===== src/rtl/seq_accum_8b_pkg.sv =====
// Shared width constant and accumulator data type for the running-sum block.
package seq_accum_8b_pkg;

    localparam int WIDTH = 8;

    typedef logic [WIDTH-1:0] acc_t;

endpackage


===== src/rtl/seq_accum_adder.sv =====
// Pure combinational modulo-2^WIDTH adder; the carry-out is dropped by design.
module seq_accum_adder
    import seq_accum_8b_pkg::*;
(
    input  acc_t a,
    input  acc_t b,
    output acc_t sum
);

    assign sum = a + b;

endmodule


===== src/rtl/seq_accum_8b.sv =====
// Running-sum accumulator: acc <= acc + in_ every clock, async clear, out = acc.
module seq_accum_8b
    import seq_accum_8b_pkg::*;
(
    input  logic       clk,
    input  logic       reset,
    input  logic [7:0] in_,
    output logic [7:0] out
);

    acc_t acc;
    acc_t acc_next;

    seq_accum_adder u_adder (
        .a   (acc),
        .b   (in_),
        .sum (acc_next)
    );

    // Async clear keeps acc at 0 regardless of in_ (including X) while reset is high.
    always_ff @(posedge clk or posedge reset) begin
        if (reset) begin
            acc <= '0;
        end else begin
            acc <= acc_next;
        end
    end

    assign out = acc;

endmodule


===== config.mk =====
export PLATFORM = sky130hd
export DESIGN_NAME = seq_accum_8b
export DESIGN_NICKNAME = d
export VERILOG_FILES = /design/src/rtl/seq_accum_8b_pkg.sv /design/src/rtl/seq_accum_adder.sv /design/src/rtl/seq_accum_8b.sv
export SDC_FILE = /design/constraint.sdc
export NUM_CORES = 1
export LEC_CHECK = 0
export CORE_MARGIN = 3
export CORE_UTILIZATION = 40
export DETAILED_ROUTE_END_ITERATION = 10
export PLACE_DENSITY = 0.7
export RECOVER_POWER = 25
export SETUP_SLACK_MARGIN = 0.15
export SYNTH_ARGS = -nofsm -noshare
export SYNTH_HDL_FRONTEND = slang
export SYNTH_HIERARCHICAL = 1
export SYNTH_SLANG_ARGS = --single-unit
export TNS_END_PERCENT = 10

===== constraint.sdc =====
create_clock -name clk -period 2 [get_ports clk]
set_clock_uncertainty 0.05 [all_clocks]
set_input_delay 0.2 -clock clk [delete_from_list [all_inputs] [get_ports clk]]
set_output_delay 0.2 -clock clk [all_outputs]
set_load 0.02 [all_outputs]

==> flow_summary.json <==
{
  "grt_pass1_wl_um": 1745,
  "post-route-period-util_pct": 84.25,
  "fmax_mhz": 593.5,
  "gp_congestion": 0.7957,
  "cts_root_buf": "clkbuf_4",
  "max_slew_margin_pct": 75.42,
  "maxCapViolCount": 0,
  "clock_path_buffers": 2,
  "synth_edf_count": 0,
  "post_cts_buffers": 0,
  "yosysWarnings": 6,
  "fillers": 108,
  "cp.arrival_ns": 1.74,
  "synth.most_common_cell": "dfrtp_1",
  "io_buffers": 17,
  "vias_per_cell": 5.388,
  "antenna_found_initial": 0,
  "worst_setup_path_start_kind": "primary input",
  "outcome": "finished clean",
  "first_pass_iters": 4,
  "setup_viol": 0,
  "remaining_drc_errors": 0,
  "antenna_cells": 0,
  "insertion_delay_ns": 0.24,
  "syn_inst": 51,
  "tightest_slew_ns": 0.3664,
  "timing.hold.ws_ns": 0.2935,
  "post_drt_wl_per_cell_um": 11.60,
  "num_rows": 12,
  "syn_nets": 69,
  "core_area_um2": 1186,
  "required_ns": 2.06,
  "hpwl_um": 795.4,
  "ys_types": 24,
  "synth-seq-cells": 8,
  "area_growth_pct": 39.25,
  "start_util_pct": 45.15,
  "layout-drive-gt1-share_pct": 5.634,
  "die_y_um": 42.59,
  "ant_nets": 0,
  "fin_nets": 91,
  "ys_seq_area_share_pct": 37.38,
  "synth-main-ff-cell": "dfrtp_1",
  "power.leakage_nw": 0.3284,
  "synth_top_area_share_pct": 37.38,
  "finalSetupTns_ns": 0,
  "die_x_um": 42.59,
  "cts-buffers-inserted": 3,
  "largest_reg_flops": 8,
  "synth_commonest_cells": "8 x dfrtp_1, 7 x ha_1, 6 x inv_1",
  "grt_max_degree": 9,
  "ios": 18,
  "hold_class": "in -> async",
  "worstSetupStartpoint": "in_[0]",
  "cts_max_level": 1,
  "overflow": 0,
  "ys_async_sr_fraction_pct": 100.0,
  "power_density_nw_per_um2": 1657,
  "cts_num_sinks": 8,
  "tritoncts": "yes",
  "hold_violations": 0,
  "grtUsageTotal_pct": 12.52,
  "worstSetupPathType": "in -> reg",
  "synthesis.area_um2": 535.5,
  "wl_um": 986,
  "peakVddDrop_mv": 0.9440,
  "multiInputGateArea_um2": 312.8,
  "vias": 458,
  "die_area_um2": 1814,
  "synth_top_cell_by_area": "dfrtp_1",
  "clk_pin_slew_worst_paths_ns": 0.05,
  "drv_slew": 0,
  "reg2reg_from": "out[0]$_DFF_PP0_",
  "seq_area_um2": 200.2,
  "path_max_fanout": 3,
  "grt_pass1_vias": 433,
  "rsz0062_at_grt": "false",
  "syn_area_per_cell_um2": 10.50,
  "synth_area_leaders": "dfrtp_1 37%, ha_1 16%, a21oi_1 4.7%",
  "period_needed_ns": 1.685,
  "worstSetupEndpointType": "flip-flop",
  "drtIter0Drc": 5
}
-- final timing paths --
| check | slack [ns] | cells past startpoint | end |
|---|---|---|---|
| worst max-delay path | 0.32 | 7 | out[6]$_DFF_PP0_ |
| worst min-delay path | 0.29 | 2 | out[1]$_DFF_PP0_ |
| worst max register to register | 0.34 | 6 | out[6]$_DFF_PP0_ |
| worst min register to register | 0.47 | 1 | out[0]$_DFF_PP0_ |
| max in group asynchronous | 1.38 | 2 | out[3]$_DFF_PP0_ |
| min in group clk | 0.47 | 1 | out[0]$_DFF_PP0_ |
-- worst max-delay path, stage by stage --
cell             delay, ns
clkdlybuf4s50_1       0.46
ha_1                  0.18
inv_1                 0.06
fa_1                  0.44
nor2b_4               0.15
o31a_1                0.16
o311ai_1              0.10
-- final cells by class --
| type | instances | area share (%) |
|---|---|---|
| inverters | 6 | 3.020 |
| flip-flops and latches | 8 | 26.85 |
| repair buffers | 17 | 22.82 |
| multi-input cells | 37 | 41.95 |
| well taps | 14 | 2.349 |
| clock buffers | 3 | 3.020 |
-- placed cells by master (no fill, tap or decap), drive strengths merged, types with 2 or more instances in the layout --
master         netlist  final
nor2b                2      2
clkbuf               0      3
ha                   7      7
a21oi                5      5
xor2                 2      2
o21ai                2      2
dfrtp                8      8
xnor2                2      2
inv                  6      6
o211ai               3      3
clkdlybuf4s50        0     16
o311ai               2      2
-- power breakdown --
| part | internal, mW | leakage, nW | switching, mW |
|---|---|---|---|
| Combinational | 0.397 | 0.221 | 0.419 |
| Sequential | 0.253 | 0.0932 | 0.0487 |
| Clock | 0.0683 | 0.0138 | 0.0494 |
| Total | 0.718 | 0.328 | 0.518 |
-- routing by layer --
metal	up-vias	GRT usage, %	part of all wire (%)
met2	18	17.63	43
met3	2	3.433	7.8
met1	205	17.59	48
met5	-	0	0
li1	233	-	-
met4	0	5.590	0.51
-- kinds of logic after synthesis --
family	after synthesis	synth area share [%]
adder cells (fa/ha/maj)	8	20.09
XOR/XNOR	4	6.543
buffers and inverters	6	4.205
flip-flops	8	37.38
AND/OR/NAND/NOR	7	8.644
AO/OA/AOI/OAI	18	23.13
-- what timing repair did --
item	4_1_cts	5_1_grt
hold buffers	0	0
setup endpoints to repair	0	1
gates resized for setup	0	1
-- metrics by stage --
step                cells  total power, mW  cell area (um2)  setup slack [ns]  util [%]
finish                 85            1.235            745.7            0.3150     62.87
CTS                    85            1.246            745.7            0.3375     62.87
global placement       82            1.110            723.2            0.1149     60.97
global route           85            1.358            745.7            0.1960     62.87
detailed placement     82            1.116            723.2           0.08550     60.97
floorplan              51           0.8500            535.5            0.3314         -
(Power assumes the default switching activity.)
